==> config.mk <==
export PLATFORM = sky130hd
export DESIGN_NAME = vend_coin_sequencer_flat
export DESIGN_NICKNAME = d
export VERILOG_FILES = /design/src/rtl/vend_coin_sequencer_if.sv /design/src/rtl/vend_coin_sequencer.sv /design/src/flat_wrapper.sv
export SDC_FILE = /design/constraint.sdc
export NUM_CORES = 1
export LEC_CHECK = 0
export BUFFER_PORTS_ARGS = -buffer_cell sky130_fd_sc_hd__buf_2
export CAP_MARGIN = 20
export CORE_MARGIN = 4
export CORE_UTILIZATION = 50
export CTS_CLUSTER_SIZE = 30
export DETAILED_ROUTE_END_ITERATION = 6
export PLACE_DENSITY = 0.73
export SLEW_MARGIN = 10
export SYNTH_ARGS = -nofsm -noshare
export SYNTH_HDL_FRONTEND = slang
export SYNTH_SLANG_ARGS = --single-unit
==> constraint.sdc <==
create_clock -name clk -period 3.6 [get_ports clk]
set_input_delay 0.54 -clock clk [delete_from_list [all_inputs] [get_ports clk]]
set_output_delay 0.54 -clock clk [all_outputs]
set_load 0.01 [all_outputs]
==> src/rtl/vend_coin_sequencer_if.sv <==
// vend_coin_sequencer_if: coin slots, core pulse/open and dispenser handshake of the coin sequencer.
interface vend_coin_sequencer_if;
  logic s0_vld, s0_dime, s0_rdy;
  logic s1_vld, s1_dime, s1_rdy;
  logic core_n, core_d, core_open;
  logic disp_req, disp_ack;
  modport master(
    output s0_vld, s0_dime, s1_vld, s1_dime, core_open, disp_ack,
    input  s0_rdy, s1_rdy, core_n, core_d, disp_req
  );
  modport slave(
    input  s0_vld, s0_dime, s1_vld, s1_dime, core_open, disp_ack,
    output s0_rdy, s1_rdy, core_n, core_d, disp_req
  );
endinterface

==> src/rtl/vend_coin_sequencer.sv <==
// vend_coin_sequencer: round-robin coin intake, coin FIFO, one-coin-at-a-time core feed and dispenser handshake.
// Optional VEND_SEQ_STATS_EN adds saturating nickel_cnt/dime_cnt of coins issued to the core.
module vend_coin_sequencer #(
  parameter int FIFO_DEPTH = 4,
  parameter int CNT_W      = 8,
  parameter int ACK_TMO    = 15
) (
  input  logic                 clk,
  input  logic                 rst,
  vend_coin_sequencer_if.slave bus,
  output logic [CNT_W-1:0]     vend_cnt,
  output logic                 fault,
  output logic                 fifo_full
`ifdef VEND_SEQ_STATS_EN
  ,
  output logic [CNT_W-1:0]     nickel_cnt,
  output logic [CNT_W-1:0]     dime_cnt
`endif
);
  localparam int AW = $clog2(FIFO_DEPTH);
  localparam int TW = $clog2(ACK_TMO + 1);
  typedef enum logic [2:0] {IDLE, ISSUE, SAMPLE, DISP, HALT} state_t;
  state_t state, state_nx;
  logic [AW-1:0] wr_ptr, rd_ptr;
  logic [AW:0] count;
  logic mem [FIFO_DEPTH];
  logic rr, typ, g0, g1, push, push_dime, pop, vend, tmo;
  logic [TW-1:0] timer;
  assign fifo_full = count == (AW+1)'(FIFO_DEPTH);
  // Ready is gated by the registered full flag, so a full FIFO never takes a push even when popping.
  always_comb begin
    g0 = bus.s0_vld & (!bus.s1_vld | !rr);
    g1 = bus.s1_vld & (!bus.s0_vld | rr);
    bus.s0_rdy = g0 & !fifo_full & !rst;
    bus.s1_rdy = g1 & !fifo_full & !rst;
    push = bus.s0_rdy | bus.s1_rdy;
    push_dime = bus.s0_rdy ? bus.s0_dime : bus.s1_dime;
  end
  always_comb begin
    state_nx = state;
    pop = 1'b0;
    vend = 1'b0;
    tmo = 1'b0;
    case (state)
      IDLE: begin
        pop = count != '0 && !fault;
        state_nx = pop ? ISSUE : IDLE;
      end
      ISSUE:  state_nx = SAMPLE;
      SAMPLE: state_nx = bus.core_open ? DISP : IDLE;
      DISP: begin
        vend = bus.disp_ack;
        tmo = !bus.disp_ack && timer == TW'(ACK_TMO - 1);
        state_nx = vend ? IDLE : tmo ? HALT : DISP;
      end
      HALT:    state_nx = HALT;
      default: state_nx = IDLE;
    endcase
    bus.core_n = state == ISSUE && !typ;
    bus.core_d = state == ISSUE && typ;
    bus.disp_req = state == DISP;
  end
  always_ff @(posedge clk) begin
    if (rst) begin
      state <= IDLE;
      wr_ptr <= '0;
      rd_ptr <= '0;
      count <= '0;
      rr <= 1'b0;
      typ <= 1'b0;
      timer <= '0;
      vend_cnt <= '0;
      fault <= 1'b0;
    end else begin
      state <= state_nx;
      if (push) wr_ptr <= wr_ptr + 1'b1;
      if (pop) begin
        typ <= mem[rd_ptr];
        rd_ptr <= rd_ptr + 1'b1;
      end
      count <= count + (AW+1)'(push) - (AW+1)'(pop);
      if (push && bus.s0_vld && bus.s1_vld) rr <= !rr;
      timer <= state == DISP ? timer + 1'b1 : '0;
      if (vend && vend_cnt != '1) vend_cnt <= vend_cnt + 1'b1;
      if (tmo) fault <= 1'b1;
    end
  end
  always_ff @(posedge clk) begin
    if (push) mem[wr_ptr] <= push_dime;
  end
`ifdef VEND_SEQ_STATS_EN
  always_ff @(posedge clk) begin
    if (rst) begin
      nickel_cnt <= '0;
      dime_cnt <= '0;
    end else if (state == ISSUE) begin
      if (!typ && nickel_cnt != '1) nickel_cnt <= nickel_cnt + 1'b1;
      if (typ && dime_cnt != '1) dime_cnt <= dime_cnt + 1'b1;
    end
  end
`endif
endmodule

==> src/flat_wrapper.sv <==
// flat-port wrapper written by rule: the top's interface ports become plain ports
module vend_coin_sequencer_flat 
#(
  parameter int FIFO_DEPTH = 4,
  parameter int CNT_W      = 8,
  parameter int ACK_TMO    = 15
)
  (clk, rst, vend_cnt, fault, fifo_full, bus_s0_vld, bus_s0_dime, bus_s1_vld, bus_s1_dime, bus_core_open, bus_disp_ack, bus_s0_rdy, bus_s1_rdy, bus_core_n, bus_core_d, bus_disp_req);
  vend_coin_sequencer_if bus_i ();
  input  logic clk;
  input  logic rst;
  output logic [CNT_W-1:0] vend_cnt;
  output logic fault;
  output logic fifo_full;
  input wire logic [$bits(bus_i.s0_vld)-1:0] bus_s0_vld;
  input wire logic [$bits(bus_i.s0_dime)-1:0] bus_s0_dime;
  input wire logic [$bits(bus_i.s1_vld)-1:0] bus_s1_vld;
  input wire logic [$bits(bus_i.s1_dime)-1:0] bus_s1_dime;
  input wire logic [$bits(bus_i.core_open)-1:0] bus_core_open;
  input wire logic [$bits(bus_i.disp_ack)-1:0] bus_disp_ack;
  output wire logic [$bits(bus_i.s0_rdy)-1:0] bus_s0_rdy;
  output wire logic [$bits(bus_i.s1_rdy)-1:0] bus_s1_rdy;
  output wire logic [$bits(bus_i.core_n)-1:0] bus_core_n;
  output wire logic [$bits(bus_i.core_d)-1:0] bus_core_d;
  output wire logic [$bits(bus_i.disp_req)-1:0] bus_disp_req;
  assign bus_i.s0_vld = bus_s0_vld;
  assign bus_i.s0_dime = bus_s0_dime;
  assign bus_i.s1_vld = bus_s1_vld;
  assign bus_i.s1_dime = bus_s1_dime;
  assign bus_i.core_open = bus_core_open;
  assign bus_i.disp_ack = bus_disp_ack;
  assign bus_s0_rdy = bus_i.s0_rdy;
  assign bus_s1_rdy = bus_i.s1_rdy;
  assign bus_core_n = bus_i.core_n;
  assign bus_core_d = bus_i.core_d;
  assign bus_disp_req = bus_i.disp_req;
  vend_coin_sequencer #(.FIFO_DEPTH(FIFO_DEPTH), .CNT_W(CNT_W), .ACK_TMO(ACK_TMO)) u_core (.clk(clk), .rst(rst), .bus(bus_i), .vend_cnt(vend_cnt), .fault(fault), .fifo_full(fifo_full));
endmodule
==> metrics.yaml, run 1 <==
setup_path:
  worstPathArrival_ns: 2.47
  end_kind: "flop"
  crit_path_start_kind: "flop"
  path_class: "reg -> reg"
  worst_r2r_path_depth: 8
  worst-path-max-fanout: 9
  cp.required_ns: 3.78
clock_tree:
  clk_pin_slew_ns: 0.09
  numCtsBuffers: 5
  cts_tree: "done"
  cts_setup_buffers: 0
  cts.path.max_buffers: 2
  cts_sinks: 29
  clock_latency_ns: 0.31
  cts_root_buf: "clkbuf_4"
  htreeDepth: 2
  ctsResizeCount: 0
  cts_hold_buf: 0
floorplan:
  die_w_um: 61.2
  die_y_um: 61.2
  rows: 19
  die-area_um2: 3750
  ioPinCount: 23
  core_um2: 2730
  start_util_pct: 51.8
sta:
  min_period_ns: 2.29
  rsz0062_at_grt: "no"
  fin_crit_sh_pct: 63.6
  setup_violations: 0
  worst_pin_slew_ns: 0.507
  slew_headroom_pct: 65.9
  fin_setup_tns_ns: 0
  max_freq_ghz: 0.437
  hold_viol: 0
  fin_worst_skew_ns: 0.00921
  slew_violations: 0
  fin_ws_ns: 1.31
synth:
  synth_fp_nets: 159
  seq_area_frac_synth_pct: 43.8
  ys_types: 38
  synthTopCellsByArea: "dfxtp_1 (35%), edfxtp_1 (8.5%), ha_1 (7.1%)"
  synth-main-ff-cell: "dfxtp_1"
  ys_async_sr_fraction_pct: 0
  yosysWarnings: 0
  yosys_register_bits: 29
  syn_area_per_cell_um2: 9.97
  synth_top_area_cell: "dfxtp_1"
  synth_edf_count: 4
  synth_top_area_share_pct: 35.3
  netlist_area_um2: 1420
  synthCells: 142
routing:
  wl_um: 2420
  vias: 1091
  dr.pass1.iters: 4
  wl_per_cell_um: 12.2
  met1_length_um: 1120
  met2_length_um: 1170
  drc: 0
  top_layer: "met4"
  drtAntennaViolNets: 0
  drt_first_iter_violations: 59
  dr_wl_met3_um: 116
  avgViaCountPerCell: 5.51
place:
  numPortBuffers: 22
  dp.cells: 190
  place_ws_ns: 1.33
  gp_congestion: 0.747
  dp_hpwl_um: 1790
layout:
  syn2layout_area_growth_pct: 13.4
  drive_above_1_share_pct: 21.0
  n_antenna_cell: 0
  final_cell_count_no_fill: 198
  fillers: 232
  nets: 183
  utilization_pct: 58.8
global_route:
  grt_max_degree: 28
  gr-usage-all-layers_pct: 15.6
  grt_pass1_vias: 1018
  grt_pass1_wl_um: 4220
  grt_antenna_before_repair: 0
  grt_overflow: 0
power:
  total_power_mw: 0.937
  p_per_area_nw_per_um2: 583
  ir_drop_uv: 452
  leakagePower_nw: 0.681
worst_hold_path:
  hp-class: "reg -> reg"
  holdPathStages: 1
outcome:
  status: "finished clean"
job:
  maxCapViolCount: 0
area by class of cell:
type / count / area (µm²) / share of cell area, %
inverters: 7 / 26.3 / 1.64
repair buffers: 22 / 110 / 6.85
well taps: 31 / 38.8 / 2.41
flip-flops and latches: 29 / 621 / 38.6
multi-input cells: 101 / 736 / 45.8
clock buffers: 6 / 41.3 / 2.57
clock inverters: 2 / 33.8 / 2.10
routing by layer:
metal / track usage (%) / vias to the layer above
met1: 19.2 / 514
met2: 23.7 / 22
met3: 6.29 / 2
li1: - / 553
met4: 7.74 / 0
met5: 0 / -
cells in the mapped netlist (3+ instances only):
master / count
a21oi_1: 8
and2_1: 4
dfxtp_1: 25
edfxtp_1: 4
ha_1: 8
inv_1: 7
mux2i_1: 4
nand2_1: 5
nand3_1: 7
nor2_1: 16
nor3_1: 6
o21ai_0: 3
o31ai_1: 3
or3_1: 4
or4_1: 3
xnor2_1: 3
xor2_1: 5
layout by cell type, fill, tap and decap left out, drive strengths merged, types with 3 or more instances in the layout:
cell,synthesis,routed
a21oi,8,8
and2,4,4
buf,3,22
clkbuf,2,6
dfxtp,25,25
edfxtp,4,4
ha,8,8
inv,7,7
mux2i,4,4
nand2,5,5
nand3,7,7
nor2,16,16
nor3,7,7
o21ai,3,3
o31ai,3,3
or3,4,4
or4,3,3
xnor2,3,3
xor2,5,5
registers in the layout, summed over array words and instances (netlist names):
register         flops
u_core.count         3
u_core.fault         1
u_core.mem           4
u_core.rd_ptr        2
u_core.rr            1
u_core.state         3
u_core.timer         4
u_core.typ           1
u_core.vend_cnt      8
u_core.wr_ptr        2
through the flow:
step,hold WS [ns],area [µm²]
5_1_grt,0.513,1610
3_3_place_gp,0.469,1530
3_5_place_dp,0.480,1530
2_1_floorplan,0.450,1420
4_1_cts,0.493,1610
6_report,0.497,1610
worst max-delay path, stage by stage (launching register included):
cell and delay, ns:
dfxtp_1 0.38, nor4_1 0.50, nand2_1 0.27, mux2i_1 0.20
ha_1 0.17, inv_1 0.05, fa_1 0.37, xnor2_1 0.17
nor2_1 0.05
power by group:
| part | switching, mW | leakage (nW) | internal [mW] |
|---|---|---|---|
| registers | 0.0508 | 0.240 | 0.375 |
| logic | 0.135 | 0.401 | 0.126 |
| clock network | 0.106 | 0.0399 | 0.145 |
| total | 0.291 | 0.681 | 0.646 |
path summary, 6_finish.rpt:
path,startpoint,end,slack [ns]
worst max-delay path,u_core.state[2],u_core.count[2],1.31
worst max register to register,u_core.state[2],u_core.count[2],1.31
worst min register to register,u_core.timer[0],u_core.timer[0],0.50
worst min-delay path,u_core.timer[0],u_core.timer[0],0.50
cell families (layout without fill, tap and decap cells):
| group | Yosys count | in the layout | share of synthesized area [%] |
|---|---|---|---|
| AND/OR/NAND/NOR | 57 | 57 | 22.9 |
| flip-flops | 29 | 29 | 43.8 |
| AO/OA/AOI/OAI | 20 | 20 | 9.63 |
| buffers and inverters | 12 | 37 | 4.24 |
| adder cells (fa/ha/maj) | 9 | 9 | 8.48 |
| XOR/XNOR | 8 | 8 | 4.95 |
| multiplexers | 7 | 7 | 6.01 |
(Power assumes the default switching activity.)
==> run 2, diff against run 1 <==
--- a/config.mk
+++ b/config.mk
@@ -8,10 +8,10 @@
 export BUFFER_PORTS_ARGS = -buffer_cell sky130_fd_sc_hd__buf_2
 export CAP_MARGIN = 20
 export CORE_MARGIN = 4
-export CORE_UTILIZATION = 50
+export CORE_UTILIZATION = 49
 export CTS_CLUSTER_SIZE = 30
 export DETAILED_ROUTE_END_ITERATION = 6
-export PLACE_DENSITY = 0.73
+export PLACE_DENSITY = 0.75
 export SLEW_MARGIN = 10
 export SYNTH_ARGS = -nofsm -noshare
 export SYNTH_HDL_FRONTEND = slang
==> constraint.sdc (replaced) <==
create_clock -name clk -period 1.9 [get_ports clk]
set_input_delay 0.285 -clock clk [delete_from_list [all_inputs] [get_ports clk]]
set_output_delay 0.285 -clock clk [all_outputs]
set_load 0.01 [all_outputs]
==> run 2 against run 1 <==
  * Critical path depth down 1
  * Core utilization up 2.6 points
  * Combinational power rose to 2.6 times the previous value
  * Via count up 3.2%
  * Total power up 98%
  * Clock power up 49%
  * Setup slack worse by 1.2 ns
  * Die area up 1.8%
  * Global-route usage up 2.5 points
  * Highest routed layer unchanged
==> metrics.yaml, run 2 (same netlist as run 1, synthesis figures left out) <==
sta:
  worst_pin_slew_ns: 0.295  # -0.212 ns
  setup_violations: 0  # unchanged
  slew_violations: 0  # unchanged
  fin_crit_sh_pct: 95.5  # +32 points
  max_freq_ghz: 0.551  # +26%
  min_period_ns: 1.81  # -0.476 ns
  hold_viol: 0  # unchanged
  slew_headroom_pct: 80.3  # +14 points
  rsz0062_at_grt: "yes"
  fin_worst_skew_ns: 0.00705  # -0.00216 ns
  fin_ws_ns: 0.0860  # -1.22 ns
worst_hold_path:
  hp-class: "in -> reg"
layout:
  reg_top3: "u_core.vend_cnt x8, u_core.mem x4, u_core.timer x4"
  mostFrequentLayoutCells: "dfxtp_1 (24), buf_2 (22), nor2_1 (16)"
  layout_commonest_cell: "dfxtp_1"
  final_cell_count_no_fill: 207  # +4.5%
  largest_reg_flops: 8  # unchanged
  drive_above_1_share_pct: 29.0  # +8.0 points
  nets: 193  # +5.5%
  fillers: 248  # +6.9%
  n_antenna_cell: 0  # unchanged
  largest-register: "u_core.vend_cnt"
  syn2layout_area_growth_pct: 19.5
clock_tree:
  numCtsBuffers: 5  # unchanged
  htreeDepth: 2  # unchanged
  cts_hold_buf: 0  # unchanged
  clk_pin_slew_ns: 0.09  # about the same
  cts.path.max_buffers: 2  # unchanged
  cts_tree: "done"
  clock_latency_ns: 0.32  # about the same
  cts_sinks: 29  # unchanged
  cts_root_buf: "clkbuf_4"
routing:
  wl_um: 2820  # +16%
  vias: 1126  # +3.2%
  drt_first_iter_violations: 48  # -19%
  drc: 0  # unchanged
  wl_per_cell_um: 13.6  # +11%
  dr.pass1.iters: 4  # unchanged
  drtAntennaViolNets: 0  # unchanged
  avgViaCountPerCell: 5.44  # -1.3%
global_route:
  gr-usage-all-layers_pct: 18.1  # +2.5 points
  grt_max_degree: 26  # -7.1%
  grt_pass1_vias: 1139  # +12%
  grt_pass1_wl_um: 4860  # +15%
  grt_antenna_before_repair: 0  # unchanged
  grt_overflow: 0  # unchanged
power:
  ir_drop_uv: 841  # +86%
  leakagePower_nw: 0.730  # +7.3%
  p_per_area_nw_per_um2: 1100  # +88%
floorplan:
  die_w_um: 61.8  # +0.88%
  core_um2: 2760  # +0.87%
  ioPinCount: 23  # unchanged
  rows: 19  # unchanged
  start_util_pct: 51.4  # -0.45 points
  die-area_um2: 3810  # +1.8%
  die_y_um: 61.8  # +0.88%
job:
  maxCapViolCount: 0  # unchanged
place:
  place_ws_ns: 0.00683  # -1.32 ns
  dp_hpwl_um: 2090  # +17%
  dp.cells: 196  # +3.2%
  gp_congestion: 0.779  # +4.3%
  numPortBuffers: 22  # unchanged
outcome:
  status: "finished clean"
setup_path:
  end_kind: "flop"
  reg2reg_slack_ns: 0.09  # -1.22 ns
  crit_path_start_kind: "flop"
  worstPathArrival_ns: 2.03  # -0.44 ns
  critPathLaunch: "u_core.fault"
  cp.required_ns: 2.11  # -1.67 ns
  reg2reg_from: "u_core.fault"
  worst_r2r_path_depth: 7  # -1
  worst-path-max-fanout: 3  # -6
  path_class: "reg -> reg"
  crit_end: "u_core.count[1]"
  worstReg2RegEnd: "u_core.count[1]"
[run 2: cell count changes in the layout (fill, tap and decap cells not counted), sizes merged]
| cell | before | now |
|---|---|---|
| buf | 22 | 32 |
| bufinv | 1 | 0 |
| clkbuf | 6 | 7 |
| clkinv | 1 | 0 |
[run 2: worst min path at each step]
stage	startpoint	end	slack (ns)	depth (start not counted)
2_1_floorplan	bus_s1_vld	u_core.rr	0.45	1
3_3_place_gp	u_core.timer[0]	u_core.timer[0]	0.46	1
3_5_place_dp	u_core.timer[0]	u_core.timer[0]	0.48	1
4_1_cts	bus_s0_vld	u_core.rr	0.27	2
5_1_grt	bus_s1_vld	u_core.rr	0.28	2
6_report	bus_s0_vld	u_core.rr	0.28	2
[run 2: final cells by class]
type / instances / area (µm²) / share of cell area (%)
multi-input combinational: 101 / 763 / 45.1
sequential: 29 / 624 / 36.9
timing repair buffer: 32 / 185 / 10.9
clock buffer: 7 / 55.1 / 3.25
tap: 31 / 38.8 / 2.29
inverter: 7 / 26.3 / 1.55
[run 2: power breakdown]
group	total, mW	switching (mW)	internal, mW
combinational	0.689	0.316	0.373
sequential	0.793	0.0839	0.709
clock	0.374	0.199	0.174
total	1.86	0.600	1.26
[run 2: timing repair]
item / CTS / global route
setup buffers: 1 / 3
setup endpoints to repair: 1 / 1
resized for setup: 0 / 6
hold endpoints to repair: 0 / 0
pin swaps: 1 / 4
[run 2: metrics by stage]
stage	cell area (µm²)	utilization, %	TNS, ns	hold slack, ns	power, mW
6_report	1690	61.4	0	0.282	1.86
5_1_grt	1690	61.4	-0.0508	0.275	2.00
4_1_cts	1650	60.0	0	0.266	1.80
3_5_place_dp	1590	57.7	0	0.476	1.40
3_3_place_gp	1590	57.7	0	0.464	1.36
2_1_floorplan	1430	-	0	0.448	1.22
[run 2: per-layer routing]
layer / vias to the layer above / GRT usage, % / routed length, µm
met5: - / 0 / 0
met4: 0 / 9.09 / 60
met3: 5 / 6.40 / 160
met2: 23 / 32.3 / 1520
met1: 530 / 18.6 / 1070
li1: 568 / - / -
[run 2: worst max-delay path: stages (launching register included)]
cell and delay (ns):
dfxtp_4 0.36, nor4_4 0.29, nand2_1 0.12, mux2i_1 0.15, ha_2 0.20, inv_2 0.04, fa_2 0.50, nor2_1 0.04
